**config.mk**
```make
export PLATFORM = sky130hd
export DESIGN_NAME = seq_multiplier
export DESIGN_NICKNAME = d
export VERILOG_FILES = /design/src/rtl/seq_multiplier_pkg.sv /design/src/rtl/seq_multiplier_mul_addc.sv /design/src/rtl/seq_multiplier.sv
export SDC_FILE = /design/constraint.sdc
export NUM_CORES = 1
export LEC_CHECK = 0
export BUFFER_PORTS_ARGS = -buffer_cell sky130_fd_sc_hd__buf_2
export CORE_MARGIN = 10
export CORE_UTILIZATION = 50
export DETAILED_ROUTE_END_ITERATION = 12
export PLACE_DENSITY = 0.78
export SLEW_MARGIN = 20
export SYNTH_ARGS = -nofsm -noshare
export SYNTH_HDL_FRONTEND = slang
export SYNTH_HIERARCHICAL = 1
export SYNTH_SLANG_ARGS = --single-unit
```
**constraint.sdc**
```tcl
create_clock -name clk -period 2.59 [get_ports clk]
set_input_delay 0.3885 -clock clk [delete_from_list [all_inputs] [get_ports clk]]
set_output_delay 0.3885 -clock clk [all_outputs]
set_load 0.01 [all_outputs]
```
**src/rtl/seq_multiplier_pkg.sv**
```systemverilog
// Shared definitions for the iterative multiply/divide datapath.
// Holds state encoding, the default operand width and the counter-width helper.
package seq_multiplier_pkg;

    localparam int unsigned DEFAULT_WIDTH = 16;

    typedef enum logic {
        ST_IDLE = 1'b0,
        ST_CALC = 1'b1
    } state_e;

    // Iteration counter width; at least one bit so WIDTH=1 still elaborates.
    function automatic int unsigned cnt_width(input int unsigned width);
        return (width > 1) ? $clog2(width) : 1;
    endfunction

endpackage

```
**src/rtl/seq_multiplier_mul_addc.sv**
```systemverilog
// WIDTH-bit adder with carry-out for the shift-add multiplier step.
module mul_addc #(
    parameter int unsigned WIDTH = 16
) (
    input  logic [WIDTH-1:0] i_a,
    input  logic [WIDTH-1:0] i_b,
    output logic [WIDTH:0]   o_sum
);

    assign o_sum = {1'b0, i_a} + {1'b0, i_b};

endmodule

```
**src/rtl/seq_multiplier.sv**
```systemverilog
// Iterative shift-add unsigned multiplier, one multiplier bit per cycle.
// Load/Done handshake; product exposed as registered high and low halves.
module seq_multiplier
    import seq_multiplier_pkg::*;
#(
    parameter int unsigned WIDTH = DEFAULT_WIDTH
) (
    input  logic             clk,
    input  logic             rst,
    input  logic [WIDTH-1:0] A,
    input  logic [WIDTH-1:0] B,
    input  logic             Load,
    output logic [WIDTH-1:0] P_hi,
    output logic [WIDTH-1:0] P_lo,
    output logic             Ovf,
    output logic             Busy,
    output logic             Done
);

    localparam int unsigned CW = cnt_width(WIDTH);
    localparam logic [CW-1:0] LAST_CNT = CW'(WIDTH - 1);

    state_e           r_state, w_state_nxt;
    logic [WIDTH-1:0] r_mcand, w_mcand_nxt;
    logic [WIDTH-1:0] r_work_hi, w_work_hi_nxt;
    logic [WIDTH-1:0] r_work_lo, w_work_lo_nxt;
    logic [CW-1:0]    r_cnt, w_cnt_nxt;
    logic [WIDTH-1:0] r_p_hi, w_p_hi_nxt;
    logic [WIDTH-1:0] r_p_lo, w_p_lo_nxt;
    logic             r_ovf, w_ovf_nxt;
    logic             r_busy, w_busy_nxt;
    logic             r_done, w_done_nxt;

    logic [WIDTH-1:0] w_addend;
    logic [WIDTH:0]   w_sum;
    logic [WIDTH-1:0] w_shift_hi;
    logic [WIDTH-1:0] w_shift_lo;

    assign w_addend = r_work_lo[0] ? r_mcand : '0;

    mul_addc #(
        .WIDTH (WIDTH)
    ) u_addc (
        .i_a   (r_work_hi),
        .i_b   (w_addend),
        .o_sum (w_sum)
    );

    // Carry lands in work_hi MSB; sum LSB shifts into work_lo MSB.
    assign w_shift_hi = w_sum[WIDTH:1];
    assign w_shift_lo = {w_sum[0], r_work_lo[WIDTH-1:1]};

    always_comb begin
        w_state_nxt   = r_state;
        w_mcand_nxt   = r_mcand;
        w_work_hi_nxt = r_work_hi;
        w_work_lo_nxt = r_work_lo;
        w_cnt_nxt     = r_cnt;
        w_p_hi_nxt    = r_p_hi;
        w_p_lo_nxt    = r_p_lo;
        w_ovf_nxt     = r_ovf;
        w_busy_nxt    = r_busy;
        w_done_nxt    = 1'b0;

        unique case (r_state)
            ST_IDLE: begin
                if (Load) begin
                    w_mcand_nxt   = A;
                    w_work_hi_nxt = '0;
                    w_work_lo_nxt = B;
                    w_cnt_nxt     = '0;
                    w_busy_nxt    = 1'b1;
                    w_state_nxt   = ST_CALC;
                end
            end
            ST_CALC: begin
                w_work_hi_nxt = w_shift_hi;
                w_work_lo_nxt = w_shift_lo;
                w_cnt_nxt     = r_cnt + 1'b1;
                if (r_cnt == LAST_CNT) begin
                    w_p_hi_nxt  = w_shift_hi;
                    w_p_lo_nxt  = w_shift_lo;
                    w_ovf_nxt   = |w_shift_hi;
                    w_busy_nxt  = 1'b0;
                    w_done_nxt  = 1'b1;
                    w_state_nxt = ST_IDLE;
                end
            end
            default: w_state_nxt = ST_IDLE;
        endcase
    end

    always_ff @(posedge clk) begin
        if (rst) begin
            r_state   <= ST_IDLE;
            r_mcand   <= '0;
            r_work_hi <= '0;
            r_work_lo <= '0;
            r_cnt     <= '0;
            r_p_hi    <= '0;
            r_p_lo    <= '0;
            r_ovf     <= 1'b0;
            r_busy    <= 1'b0;
            r_done    <= 1'b0;
        end else begin
            r_state   <= w_state_nxt;
            r_mcand   <= w_mcand_nxt;
            r_work_hi <= w_work_hi_nxt;
            r_work_lo <= w_work_lo_nxt;
            r_cnt     <= w_cnt_nxt;
            r_p_hi    <= w_p_hi_nxt;
            r_p_lo    <= w_p_lo_nxt;
            r_ovf     <= w_ovf_nxt;
            r_busy    <= w_busy_nxt;
            r_done    <= w_done_nxt;
        end
    end

    assign P_hi = r_p_hi;
    assign P_lo = r_p_lo;
    assign Ovf  = r_ovf;
    assign Busy = r_busy;
    assign Done = r_done;

endmodule

```
# Word-level counts from Yosys, hierarchy flattened
# Cells that the tools add are included.
# word_totals
ff_bits,88
input_bits,35
output_inout_bits,35
# classes
add_sub_neg,2
n_eq_ne,3
muxes,14
n_bitwise,1
reduce_logical,5
# ops
cell,count
case mux 16 bit (2 select lines),2
two-way mux 16 bit,3
adder 16 x 16 -> 17 bit,1
OR reduction 16 bit,1
case mux 4 bit (2 select lines),1
AND reduction 2 bit,3
two-way mux 1 bit,5
adder 4 x 1 -> 4 bit (second input constant),1
== test 4 bit (second input constant),1
two-way mux 4 bit,1
case mux 1 bit (2 select lines),2
!= test 2 x 1 -> 1 bit (second input constant),1
!= test 2 bit (second input constant),1
OR reduction 2 bit,1
inverter 1 bit,1

# Logic depth before layout (Yosys ltp)
# depth
word_depth,3
ltp_mapped,12
mapped_depth_nobuf,11

# By module
# Netlist, hierarchy kept.
# modules_own_cells
module,instances,cells_per_inst,area_per_inst_um2,seq_area_each_um2
seq_multiplier,1,340,3362.0,1761.7
mul_addc,1,97,744.5,0.0

# Worst setup path before layout
# Ideal clock, no wire load.
# synth_path
kind,register -> register
start,reg r_work_lo[0]
end,reg r_ovf (netlist: Ovf)
setup_time_ns,0.115
t_arrival_ns,2.549
required_time_ns,2.475
setup_slack_ns,-0.074
stages_incl_launch_ff,12
n_path_buf,0
synth_period_minus_slack_ns,2.664
path_cell_list,dfxtp_1 -> and2_1 -> ha_1 -> fa_1 -> a21o_4 -> a311oi_2 -> o31ai_2 -> a21oi_2 -> xnor2_1 -> nor4_1 -> nand4_1 -> o21a_1
# synth_via
elab_chain_cells,3
# synth_rtl
element,line,source
start: declaration,seq_multiplier.sv:26,"logic [WIDTH-1:0] r_work_lo, w_work_lo_nxt;"
start signal: assignment,seq_multiplier.sv:109,r_work_lo <= w_work_lo_nxt;
two-way mux 16 bit,seq_multiplier.sv:39,assign w_addend = r_work_lo[0] ? r_mcand : '0;
net w_addend[0],seq_multiplier.sv:34,logic [WIDTH-1:0] w_addend;
adder 16 x 16 -> 17 bit,seq_multiplier_mul_addc.sv:10,"assign o_sum = {1'b0, i_a} + {1'b0, i_b};"
net w_sum[12],seq_multiplier.sv:35,logic [WIDTH:0] w_sum;
OR reduction 16 bit,seq_multiplier.sv:83,w_ovf_nxt = |w_shift_hi;
end signal: assignment,seq_multiplier.sv:113,r_ovf <= w_ovf_nxt;
end: declaration,seq_multiplier.sv:30,"logic r_ovf, w_ovf_nxt;"
# The timed path passes the listed nets, and every way through them passes these cells.
# A chain may end at the register's enable or synchronous reset.

# Final worst setup path
# layout_path
start,reg r_mcand[0]
end,reg r_ovf (netlist: Ovf)
# layout_via
elab_chain_cells,3
# layout_rtl
element,line,source
start: declaration,seq_multiplier.sv:24,"logic [WIDTH-1:0] r_mcand, w_mcand_nxt;"
start signal: assignment,seq_multiplier.sv:107,r_mcand <= w_mcand_nxt;
two-way mux 16 bit,seq_multiplier.sv:39,
net w_addend[0],seq_multiplier.sv:34,
adder 16 x 16 -> 17 bit,seq_multiplier_mul_addc.sv:10,
net w_sum[8],seq_multiplier.sv:35,
OR reduction 16 bit,seq_multiplier.sv:83,
# The timed path passes the listed nets, and every way through them passes these cells.

==> reports/summary.txt <==
status - finished, violations left
failing checks - negative setup slack
crit-path cells - and2_4 > ha_4 > fa_2 > a21o_4 > a311oi_4 > nor2_1 > o22ai_1 > xnor2_1 > nor4_1 > nand4_1 > o21a_1
Int Pwr - 0.00186 W
worst hold slack - 0.250 ns
final worst setup slack - -0.176 ns
flops & latches, synth - 88
Max-Cap Viols - 0
final setup fails - 1
clock latency on the worst-skew pair - 0.37 ns
clock skew - 0.0110 ns
DR WL/cell - 16.3 um
RSZ-0062 raised after global routing - true
EDFF count, synth - 0
Iteration-0 DRC Markers - 253
ANT cells - 0
Die Y-Extent - 111 um
vias in the first global route - 3334
Slowest-stage cell, CP - fa_2
Slew Limit Fails - 0
Max Root-Sink Buffers - 2
DP HPWL - 7390 um
logic gate share of total power - 0.086
GRT Residual Overflow - 0
Sinks on Clock Net - 88
row cnt - 32
Syn Area/Cell - 9.40 sq um
initial antenna violation count - 0
Critical Path AT - 3.03 ns
gp weighted congestion - 1.02
routed vias - 3508
largest net degree at the start of global routing - 42
DR vias/cell - 5.59
fmax - 362 MHz
H-tree depth - 3
share of power burned in registers - 0.551
top-count cell post-synth - dfxtp_1
Post-Synthesis Cell Area - 4110 sq um
synth unique cells - 46
initial core utilization - 0.523
largest cells by area after synthesis - dfxtp_1 (43%), a22o_1 (6.8%), a21oi_1 (5.9%)
max-slew headroom at the worst pin - 0.632
startpoint types - register
Post-route DRC - 0
Pre-antenna DRT Iters - 8
Port-buffer cells - 69
die width - 111 um
Syn Nets - 490
leak pwr - 2.26 nW
Hold Buf Count CTS - 0
NetSw - 0.000702 W
Layout Nets - 573
worst-margin pin slew - 0.552 ns
total CTS buffers - 9
ys async rst share - 0
WL final - 10200 um
critical path's top delay family - compound AO/OA/AOI/OAI gates
Net Sw Frac - 0.274
clock root cell - clkbuf_8
Area growth, synth to finish - 20.8%
crit path buf inv count - 0
Hold Path Class - input pin to register
Yosys top cell area share - 0.429
total track usage - 0.157
count of final hold-check violations - 0
fraction of power consumed by the clock network - 0.363
CTS tree - yes
Period minus WS final - 2.77 ns
worst stage delay on the critical path - 0.36 ns
Detail Route Antenna Nets - 0
maximum vdd drop - 0.000256 V
Req. time, crit path - 2.86 ns
Syn Inst Count - 437
layout cells sized above 1 - 0.270
Seq/Total Area, Yosys - 0.429
largest area contributor in the netlist - dfxtp_1
global-route wire length before repair - 16300 um
commonest cells in the netlist - dfxtp_1 (88), a21oi_1 (48), nor2_1 (41), nand2_1 (39), a22o_1 (32)
YS warnings - 6
IO Count - 70
Main synth FF type - dfxtp_1
Worst-path clk slew - 0.10 ns
type of the worst setup path - register to register
Setup TNS Final - -0.176 ns
Pwr Density - 517 nW/um^2
CP Capture Type - register
crit path max fanout - 3
core area - 7850 sq um
die area - 12200 sq um
final period utilization - 1.07
## timing repair
| item | CTS | global route |
|---|---|---|
| pin swaps | 14 | 4 |
| buffers inserted | 4 | 1 |
| endpoints found under the setup margin | 1 | 3 |
| resized for setup | 5 | 9 |
## metrics by stage
stage,cell area (sq um),power [W],worst slack (ns),utilization,cells
floorplan,4110,0.00159,0.0472,-,437
finish,4960,0.00256,-0.176,0.632,627
global placement,4650,0.00165,-0.0687,0.593,606
global route,4960,0.00268,-0.278,0.632,627
CTS,4910,0.00258,-0.0645,0.625,626
detailed placement,4650,0.00166,-0.105,0.593,606
## cell usage in the layout, fill, tap and decap left out, drive strengths merged
master | Yosys | layout
a21o | 4 | 4
o2111ai | 1 | 1
mux2i | 17 | 17
dfxtp | 88 | 88
o31ai | 3 | 3
nor2b | 3 | 3
nand2 | 39 | 39
mux2 | 16 | 16
o22ai | 5 | 5
o21a | 5 | 5
nor2 | 42 | 42
or4 | 1 | 1
o211ai | 1 | 1
nand2b | 2 | 2
nor4 | 4 | 4
a211oi | 2 | 2
a311oi | 1 | 1
o211a | 1 | 1
o21ai | 6 | 6
clkinv | 0 | 3
nor3b | 17 | 17
a41oi | 1 | 1
xor2 | 6 | 6
buf | 24 | 103
a31oi | 1 | 1
a21oi | 49 | 49
or2 | 1 | 1
inv | 4 | 8
and2 | 16 | 16
nor3 | 1 | 1
fa | 1 | 1
nand3 | 7 | 7
a22o | 32 | 32
clkbuf | 7 | 9
xnor2 | 7 | 7
nand4 | 4 | 4
a21boi | 1 | 1
ha | 17 | 17
## power by group through the flow
| stage | logic, W | clock network [W] | registers, W |
|---|---|---|---|
| after floorplan | 0.000154 | 0 | 0.00144 |
| after global placement | 0.000209 | 0 | 0.00144 |
| after detailed placement | 0.000217 | 0 | 0.00144 |
| after CTS | 0.000221 | 0.000953 | 0.00141 |
| after global routing | 0.000247 | 0.00102 | 0.00142 |
| final | 0.000221 | 0.000931 | 0.00141 |
## cell type report
type                            instances  area, sq um
Timing Repair Buffer                  103          626
Clock buffer                            9          124
Fill cell                             672         2890
Inverter                                4         15.0
Sequential cell                        88         1760
Tap cell                              102          128
Multi-Input combinational cell        314         2230
Clock inverter                          7         71.3
## path summary, 6_finish.rpt
| path | from | to | slack (ns) | cells past startpoint |
|---|---|---|---|---|
| worst max-delay path | r_mcand[0] | Ovf | -0.18 | 11 |
| worst min-delay path | A[5] | r_mcand[5] | 0.25 | 3 |
| worst max register to register | r_mcand[0] | Ovf | -0.18 | 11 |
| worst min register to register | r_mcand[9] | r_mcand[9] | 0.45 | 2 |
## per-layer routing
layer | GRT usage | vias to the layer above | wire length (um)
li1 | - | 1720 | -
met1 | 0.206 | 1650 | 4720
met2 | 0.241 | 123 | 4650
met3 | 0.0394 | 15 | 704
met4 | 0.0630 | 0 | 174
met5 | 0 | - | 0
## state kept, by name, indices dropped and copies added (netlist names)
register / cells
r_state: 1
r_work_hi: 16
r_work_lo: 16
Done: 1
P_lo: 16
r_mcand: 16
Busy: 1
Ovf: 1
r_cnt: 4
P_hi: 16
## worst register-to-register path, stage by stage, from the launching register on
cell      delay (ns)
dfxtp_1         0.33
and2_4          0.16
ha_4            0.16
fa_2            0.36
a21o_4          0.22
a311oi_4        0.32
nor2_1          0.15
o22ai_1         0.21
xnor2_1         0.14
nor4_1          0.27
nand4_1         0.13
o21a_1          0.21
## kinds of logic (layout without fill, tap and decap cells)
kind of cell	count (synthesis)	after routing	share of synthesized area
flip-flops	88	88	0.429
AO/OA/AOI/OAI	113	113	0.191
multiplexers	33	33	0.0853
AND/OR/NAND/NOR	137	137	0.165
XOR/XNOR	13	13	0.0277
adder cells (fa/ha/maj)	18	18	0.0567
buffers and inverters	35	123	0.0460
No activity file was read; power rests on OpenSTA's default activity.
